`config.mk`:
```
export PLATFORM = sky130hd
export DESIGN_NAME = coax_rx
export DESIGN_NICKNAME = d
export VERILOG_FILES = /design/src/rtl/coax_rx.sv
export SDC_FILE = /design/constraint.sdc
export NUM_CORES = 1
export LEC_CHECK = 0
export ABC_CLOCK_PERIOD_IN_PS = 5800
export CAP_MARGIN = 10
export CORE_MARGIN = 1.5
export CORE_UTILIZATION = 64
export DETAILED_ROUTE_END_ITERATION = 8
export GPL_TIMING_DRIVEN = 0
export PLACE_DENSITY = 0.88
export SYNTH_ARGS = -nofsm -noshare
export SYNTH_HDL_FRONTEND = slang
export SYNTH_SLANG_ARGS = --single-unit
```
`constraint.sdc`:
```
create_clock -name clk -period 5.8 [get_ports clk]
set_input_delay 0.87 -clock clk [delete_from_list [all_inputs] [get_ports clk]]
set_output_delay 0.87 -clock clk [all_outputs]
set_load 0.1 [all_outputs]
```
`src/rtl/coax_rx.sv`:
```
// Coax line receiver.
// Recovers bi-phase words from a raw coax line: a start run of '1' cells, a
// 1.5-cell low / 1.5-cell high code violation, then one or more
// {sync, 10 data bits, parity} words, closed by a '0' cell followed by a long
// high end sequence. Good words are presented on data with a one-cycle
// data_valid strobe; faults raise a one-cycle error strobe with a cause code.
module coax_rx #(
    parameter int CLOCKS_PER_BIT = 8   // clocks per bit cell, multiple of 4, >= 8
) (
    input  logic       clk,
    input  logic       reset,          // asynchronous, active low
    input  logic       rx,
    output logic       active,
    output logic [9:0] data,
    output logic       data_valid,
    output logic       error,
    output logic [1:0] error_code
);

    localparam int T  = CLOCKS_PER_BIT;
    localparam int CW = $clog2(3 * T + 1);

    // Timing windows measured against the cell counter, which reads k-1
    // in the k-th cycle after it was cleared.
    localparam logic [CW-1:0] CNT_3Q    = CW'(3 * T / 4);
    localparam logic [CW-1:0] CNT_5Q    = CW'(5 * T / 4);
    localparam logic [CW-1:0] CNT_7Q    = CW'(7 * T / 4);
    localparam logic [CW-1:0] CNT_9Q    = CW'(9 * T / 4);
    localparam logic [CW-1:0] CNT_5H    = CW'(5 * T / 2);
    localparam logic [CW-1:0] CNT_2T_M1 = CW'(2 * T - 1);
    localparam logic [CW-1:0] CNT_MAX   = CW'(3 * T);

    localparam logic [1:0] ERR_PARITY = 2'd1;
    localparam logic [1:0] ERR_NO_MID = 2'd2;
    localparam logic [1:0] ERR_END    = 2'd3;

    typedef enum logic [3:0] {
        IDLE,
        LINE_QUIESCE,
        START_BITS,
        VIOLATION_LOW,
        VIOLATION_HIGH,
        SYNC_BIT,
        DATA_BIT,
        PARITY_BIT,
        END_SEQUENCE
    } state_t;

    // [0],[1] form the synchronizer, [2] is the previous synchronized level
    logic [2:0]    sync_reg;
    state_t        state_reg;
    logic [CW-1:0] cnt_reg;
    logic [2:0]    start_cnt_reg;
    logic [3:0]    bit_cnt_reg;
    logic [9:0]    shift_reg;
    logic          fall_seen_reg;

    logic rx_s;
    logic edge_any;
    logic edge_rise;
    logic edge_fall;
    logic in_mid;
    logic past_mid;
    logic in_long;
    logic in_1p5;
    logic parity_ok;

    assign rx_s      = sync_reg[1];
    assign edge_any  = sync_reg[1] ^ sync_reg[2];
    assign edge_rise = sync_reg[1] & ~sync_reg[2];
    assign edge_fall = ~sync_reg[1] & sync_reg[2];

    // mid-bit window [3T/4, 5T/4]; beyond 5T/4 a mid-bit edge has been missed
    assign in_mid   = (cnt_reg >= CNT_3Q) && (cnt_reg <= CNT_5Q);
    assign past_mid = (cnt_reg > CNT_5Q);
    // two-cell window [7T/4, 9T/4] and 1.5-cell window [5T/4, 7T/4]
    assign in_long  = (cnt_reg >= CNT_7Q) && (cnt_reg <= CNT_9Q);
    assign in_1p5   = (cnt_reg >= CNT_5Q) && (cnt_reg <= CNT_7Q);

    // even parity over a leading 1, the word and the parity cell itself;
    // the parity cell value is the direction of its mid-bit edge
    assign parity_ok = ~(^{1'b1, shift_reg, edge_rise});

    // Two-flop synchronizer plus one history flop for edge detection
    always_ff @(posedge clk or negedge reset) begin
        if (!reset) begin
            sync_reg <= 3'b000;
        end else begin
            sync_reg <= {sync_reg[1:0], rx};
        end
    end

    // Frame decoder: cell timing, word assembly and registered outputs
    always_ff @(posedge clk or negedge reset) begin
        if (!reset) begin
            state_reg     <= IDLE;
            cnt_reg       <= '0;
            start_cnt_reg <= 3'd0;
            bit_cnt_reg   <= 4'd0;
            shift_reg     <= 10'h000;
            fall_seen_reg <= 1'b0;
            active        <= 1'b0;
            data          <= 10'h000;
            data_valid    <= 1'b0;
            error         <= 1'b0;
            error_code    <= 2'd0;
        end else begin
            // strobes last one cycle; the counter free-runs up to 3T
            data_valid <= 1'b0;
            error      <= 1'b0;
            if (cnt_reg != CNT_MAX) begin
                cnt_reg <= cnt_reg + CW'(1);
            end

            case (state_reg)
                IDLE: begin
                    // first rising edge is taken as the mid-bit of start cell 1
                    if (edge_rise) begin
                        cnt_reg       <= '0;
                        start_cnt_reg <= 3'd1;
                        state_reg     <= START_BITS;
                    end
                end

                START_BITS: begin
                    if (past_mid) begin
                        // a long low after enough start cells opens the violation
                        if ((start_cnt_reg >= 3'd3) && !rx_s) begin
                            state_reg <= VIOLATION_LOW;
                        end else begin
                            state_reg <= IDLE;
                        end
                    end else if (edge_any && in_mid) begin
                        if (edge_rise) begin
                            cnt_reg <= '0;
                            if (start_cnt_reg != 3'd7) begin
                                start_cnt_reg <= start_cnt_reg + 3'd1;
                            end
                        end else begin
                            state_reg <= IDLE;
                        end
                    end
                end

                VIOLATION_LOW: begin
                    if (edge_any) begin
                        if (edge_rise && in_long) begin
                            cnt_reg       <= '0;
                            fall_seen_reg <= 1'b0;
                            state_reg     <= VIOLATION_HIGH;
                        end else begin
                            state_reg <= IDLE;
                        end
                    end else if (cnt_reg > CNT_9Q) begin
                        state_reg <= IDLE;
                    end
                end

                VIOLATION_HIGH: begin
                    // high 1.5 cells, then the sync cell whose mid-bit
                    // rising edge lands two cells after the violation rise
                    if (edge_any) begin
                        if (!fall_seen_reg && edge_fall && in_1p5) begin
                            fall_seen_reg <= 1'b1;
                        end else if (fall_seen_reg && edge_rise && in_long) begin
                            cnt_reg     <= '0;
                            bit_cnt_reg <= 4'd9;
                            active      <= 1'b1;
                            state_reg   <= DATA_BIT;
                        end else begin
                            state_reg <= IDLE;
                        end
                    end else if (cnt_reg > CNT_9Q) begin
                        state_reg <= IDLE;
                    end
                end

                DATA_BIT: begin
                    if (past_mid) begin
                        error      <= 1'b1;
                        error_code <= ERR_NO_MID;
                        active     <= 1'b0;
                        cnt_reg    <= '0;
                        state_reg  <= LINE_QUIESCE;
                    end else if (edge_any && in_mid) begin
                        cnt_reg   <= '0;
                        shift_reg <= {shift_reg[8:0], edge_rise};
                        if (bit_cnt_reg == 4'd0) begin
                            state_reg <= PARITY_BIT;
                        end else begin
                            bit_cnt_reg <= bit_cnt_reg - 4'd1;
                        end
                    end
                end

                PARITY_BIT: begin
                    if (past_mid) begin
                        error      <= 1'b1;
                        error_code <= ERR_NO_MID;
                        active     <= 1'b0;
                        cnt_reg    <= '0;
                        state_reg  <= LINE_QUIESCE;
                    end else if (edge_any && in_mid) begin
                        cnt_reg <= '0;
                        // a rejected word leaves data untouched; the frame goes on
                        if (parity_ok) begin
                            data       <= shift_reg;
                            data_valid <= 1'b1;
                        end else begin
                            error      <= 1'b1;
                            error_code <= ERR_PARITY;
                        end
                        state_reg <= SYNC_BIT;
                    end
                end

                SYNC_BIT: begin
                    // '1' cell starts another word, '0' cell starts the end sequence
                    if (past_mid) begin
                        error      <= 1'b1;
                        error_code <= ERR_NO_MID;
                        active     <= 1'b0;
                        cnt_reg    <= '0;
                        state_reg  <= LINE_QUIESCE;
                    end else if (edge_any && in_mid) begin
                        cnt_reg <= '0;
                        if (edge_rise) begin
                            bit_cnt_reg <= 4'd9;
                            state_reg   <= DATA_BIT;
                        end else begin
                            state_reg <= END_SEQUENCE;
                        end
                    end
                end

                END_SEQUENCE: begin
                    // line must stay high until 5T/2 and drop before 3T
                    if (edge_fall) begin
                        active <= 1'b0;
                        if (cnt_reg >= CNT_5H) begin
                            state_reg <= IDLE;
                        end else begin
                            error      <= 1'b1;
                            error_code <= ERR_END;
                            cnt_reg    <= '0;
                            state_reg  <= LINE_QUIESCE;
                        end
                    end else if (cnt_reg == CNT_MAX) begin
                        error      <= 1'b1;
                        error_code <= ERR_END;
                        active     <= 1'b0;
                        cnt_reg    <= '0;
                        state_reg  <= LINE_QUIESCE;
                    end
                end

                LINE_QUIESCE: begin
                    // counter measures the current run of low samples
                    if (rx_s) begin
                        cnt_reg <= '0;
                    end else if (cnt_reg == CNT_2T_M1) begin
                        state_reg <= IDLE;
                    end
                end

                default: begin
                    active    <= 1'b0;
                    state_reg <= IDLE;
                end
            endcase
        end
    end

endmodule

```
=== Yosys cells after proc, flatten, opt, wreduce, memory -nomap -nowiden ===
Index checks and enable logic that the tools add are counted.

* Bits in registers: 45
* Input bits: 3
* Output and inout port bits: 15

* Add/subtract/negate cells: 3
* Magnitude comparators: 10
* Equal/unequal tests: 43
* Mux-type cells: 89
* Bitwise logic cells: 8
* Reductions and logical operators: 30

{| class="wikitable"
|+ Operators with widths
! operator !! count
|-
| 4-bit two-way mux || 29
|-
| 5-bit two-way mux || 15
|-
| 2-bit != test, second input constant || 19
|-
| 4-bit one-hot mux with 9 select lines || 1
|-
| 5-bit one-hot mux with 7 select lines || 1
|-
| 3-bit != test, second input constant || 11
|-
| 1-bit two-way mux || 22
|-
| 3-bit two-way mux || 7
|-
| 6-bit AND reduction || 3
|-
| 4-bit by 3-bit == test with 1-bit output, second input constant || 4
|-
| 2-bit two-way mux || 8
|-
| 4-bit one-hot mux with 3 select lines || 1
|-
| 12-bit parity || 1
|-
| 11-bit AND reduction || 1
|-
| 5-bit by 4-bit >= comparator with 1-bit output, second input constant || 2
|-
| 5-bit by 4-bit <= comparator with 1-bit output, second input constant || 2
|-
| 1-bit logical AND || 10
|-
| 10-bit AND reduction || 1
|-
| 4-bit by 2-bit == test with 1-bit output, second input constant || 2
|-
| 4-bit zero test || 2
|-
| 2-bit one-hot mux with 3 select lines || 1
|-
| 3-bit one-hot mux with 2 select lines || 1
|-
| 3-bit nonzero test || 2
|-
| 5-bit by 1-bit adder with 5-bit output, second input constant || 1
|-
| 28 further kinds || 36
|}

=== Logic depth before layout (Yosys ltp) ===
* Depth after elaboration: 8
* Depth in mapped cells: 8

=== Worst setup path after synthesis ===
Ideal clock, no wire load.

* Path kind: reg-to-reg
* Start point: reg sync_reg[1]
* End point: reg data[0]
* Data arrival time: 2.018 ns
* Path slack: 3.656 ns
* Cell stages (with the launch flop): 8
* Period minus slack after synthesis: 2.144 ns
* Cells stage by stage: dfrtp_1 > ha_1 > xnor2_1 > xnor2_1 > xnor3_1 > nor3_2 > buf_6 > mux2_2

* Longest elaborated chain between the ends: 4
* Elaborated cells between the ends (all ways): 6
* Those cells by class: bitwise (3); reduce/logical (3)

{| class="wikitable"
|+ Ends and longest elaborated chain
! what !! RTL line !! text
|-
| start, declared || 50 || <nowiki>logic [2:0] sync_reg;</nowiki>
|-
| start signal, assigned || 89 || <nowiki>sync_reg <= {sync_reg[1:0], rx};</nowiki>
|-
| 1-bit AND || 70 || <nowiki>assign edge_rise = sync_reg[1] & ~sync_reg[2];</nowiki>
|-
| via edge_rise || 60 || <nowiki>logic edge_rise;</nowiki>
|-
| 12-bit parity || 82 || <nowiki>assign parity_ok = ~(^{1'b1, shift_reg, edge_rise});</nowiki>
|-
| 1-bit inverter (no source line) || - ||
|-
| 4-bit AND reduction (no source line) || - ||
|-
| end signal, assigned || 207 || <nowiki>data <= shift_reg;</nowiki>
|-
| end, declared || 14 || <nowiki>output logic [9:0] data,</nowiki>
|}

The timed path passes the listed nets, and every way through them passes these cells.
A chain may end at the register's enable or synchronous reset.

=== Worst setup path in the final report ===
* Start point: reg data[3]
* End point: out data[3]

No word-level cell between the ends.

==> out/summary.md <==
The flow ran to the end, and the final reports show no timing, DRC or antenna violations. In the final routing, the length of wire on met1 measures 2910 um. The run gives 3180 um as the wire length on met2. The total negative slack for setup checks is 0 ns, and the clock slew seen by the registers of the worst setup and hold paths is 0.09 ns. Buffers placed on the I/O ports in this run total 17. The post-route antenna net violation count was 0. The worst setup path is of the register to primary output kind.

The net count of the finished layout is 316. In the final layout, the share of cells above drive strength 1 is 16.8%. STA puts the critical path data arrival time at 1.83 ns. For this block, the initial DRC count from the detailed router was 236.

The H-tree was split into 2 levels. The run gives 6800 um as the total wire length. STA classifies the critical path endpoint as a primary output. The relative slew slack was 33.8%; the starting density of the core was 68.5%. The number of diodes came out at 0.

For this run, asynchronously set or reset flops after synthesis account for 100%. The clock passes through at most 2 buffers. In the detailed route, the total length drawn on met3 is 523 um. The vias after detailed routing was 2311; the final critical-path share of the clock period was 46.5%. The final critical path time including I/O delays and setup came out at 2.70 ns. The number of buffers and inverters on the critical path was 1; the part of the Yosys area used for sequential elements was 40.3%. The tightest min-delay check is of the register to register type. The most used flip-flop cell after synthesis is sky130_fd_sc_hd__dfrtp_1. Traced cell by cell, the critical path runs through clkdlybuf4s50_1. At the end of routability-driven placement, the weighted congestion stood at 0.977.

In this run the post-CTS setup repair buffer count came out at 0. The biggest cell delay along the critical path came out at 1.15 ns. The synthesized design spends more area on one cell type than any other, namely sky130_fd_sc_hd__dfrtp_1.

The final max-slew violation count was 0; the initial antenna violation count was 0. The core region is 4090 um2. CTS placed an instance of sky130_fd_sc_hd__clkbuf_8 at the clock tree root. Counting flops with a built-in enable in the synthesized netlist gives 0. The first global-routing pass estimated 11300 um of wire. Overall overflow remaining after global route: 0. In the post-synthesis netlist, the biggest area contributors are sky130_fd_sc_hd__dfrtp_1, sky130_fd_sc_hd__mux2_2, sky130_fd_sc_hd__ha_1, sky130_fd_sc_hd__inv_1, sky130_fd_sc_hd__nor3_1. Via count of the first global-routing pass: 2304. For the count of max-cap constraint violations, the log shows 0.

The logs give 0 for the hold violation total from the final report and 76.6% for the end-of-flow core utilization. The number of sinks driven by the clock tree came out at 45. The count of state elements after synthesis was 45; the synthesis-to-layout area growth was 11.9%. The actual transition at the worst max-transition pin came out at 0.989 ns.

In this run the vertical extent of the chip is 69.1 um. The die area was 4780 um2; the overall global routing resource usage was 30.0%. Counting instances in the post-synthesis netlist gives the leading cell types as sky130_fd_sc_hd__dfrtp_1, sky130_fd_sc_hd__mux2_2, sky130_fd_sc_hd__inv_1. Setup repair after global routing left no endpoint under its margin. Summed over its instances, the top area cell type makes up 40.3% of the synthesized netlist area.

Across the VDD grid, the largest voltage drop is 0.000280 V. The post-synth net total is 291, and the number of vias per cell after detailed routing is 6.55. The later-pin clock latency in the skew report came out at 0.31 ns.

The kind of start point of the critical path was a register. Highest metal layer with signal wires: met4. In this run, post-CTS hold repair placed 0 buffers. The run gives 0 as the final count of negative-setup-slack endpoints.

The slowest stage cell on the critical path was sky130_fd_sc_hd__clkdlybuf4s50_1. The number of buffers created by CTS was 5; the required time of the critical path was 4.93 ns. The post-synthesis cell count is 277. Critical path's top delay family: buffers and inverters. The combined area of all synthesized cells was 2800 um2; the standby leakage power was 0.00142 uW. The Yosys step of the flow raised 0 warnings. Counting distinct cell types in the post-synthesis netlist gives 66. For this run, design rule violations remaining after detail routing come to 0. Derived from the worst setup path, the maximum achievable clock frequency is 0.370 GHz. A synthesized cell averages 10.1 um2. The wire-length estimate of the detail-placed layout is 4950 um. The width of the chip is 69.1 um. Gates resized during post-CTS repair numbered 0.

Maximum clock skew at final layout: 0.0113 ns. The pre-antenna-repair detailed-routing pass consisted of 5 iterations. TritonCTS built the clock tree. Power spread over the standard cell area amounts to 338 nW/um2.

After detailed routing, the average wire length per cell comes to 19.3 um. Along the worst path, the maximum fanout reaches 2. The cell with the most instances after synthesis is sky130_fd_sc_hd__dfrtp_1.

The logs give 29 for the pin count of the biggest net entering global routing and 23 for the number of placement rows. For this design the top-level I/O count stands at 18.
[worst paths after layout]
kind | start | endpoint | slack (ns) | cells past startpoint
worst max-delay path | data[3] | data[3] | 3.10 | 1
max in group asynchronous | reset | shift_reg[1] | 4.80 | 2
worst min-delay path | sync_reg[0] | sync_reg[1] | 0.36 | 0
worst max register to register | sync_reg[1] | data[5] | 3.33 | 7
min in group asynchronous | reset | state_reg[3] | 0.50 | 1
worst min register to register | sync_reg[0] | sync_reg[1] | 0.36 | 0
[cells by family after synthesis]
logic type      Yosys count  share of synthesized area [%]
compound gates           63                           16.9
xor+xnor                 11                           4.20
fa+ha+maj                11                           4.92
buf+inv                  36                           5.86
flops                    45                           40.3
mux                      29                           11.7
simple gates             82                           16.1
[layout make-up]
class | count | area, um2
inverter | 19 | 71.3
sequential | 45 | 1130
fill | 284 | 957
tap | 50 | 62.6
clock buffer | 7 | 76.3
clock inverter | 1 | 7.51
buffer | 17 | 92.6
multi-input combinational | 196 | 1510
timing repair buffer | 18 | 185
[layer usage]
layer | GRT usage (%) | vias to the layer above
met5 | 0 | -
met4 | 13.3 | 0
met3 | 4.39 | 21
met2 | 49.3 | 119
met1 | 39.6 | 1101
li1 | - | 1070
[stage by stage]
step / worst slack, ns / instance area [um2] / hold WS, ns / total power, uW / instances
global placement: 2.68 / 3030 / 0.335 / 831 / 344
floorplan: 3.66 / 2800 / 0.331 / 733 / 277
CTS: 3.09 / 3130 / 0.358 / 1050 / 353
detailed placement: 3.36 / 3050 / 0.339 / 850 / 345
global route: 3.07 / 3130 / 0.371 / 1120 / 353
finish: 3.10 / 3130 / 0.355 / 1060 / 353
[power by group]
part	leakage, uW	switching, uW	internal (uW)
clock	0.0000385	111	85.4
combinational	0.000770	304	180
sequential	0.000608	30.6	348
[placed cells by master, fill, tap and decap left out, drive strengths merged, types with 3 or more instances in the layout]
cell type	n
a21o	3
a21oi	11
a31oi	4
a41oi	3
and3	3
buf	13
clkbuf	13
clkdlybuf4s50	16
dfrtp	45
ha	11
inv	19
mux2	26
mux2i	3
nand2	16
nand2b	6
nand3	6
nor2	16
nor2b	3
nor3	13
nor4	3
o211ai	3
o21ai	8
o22ai	4
or3	5
xnor2	6
xor2	4
Note: power is estimated with default switching activity, not from simulation.
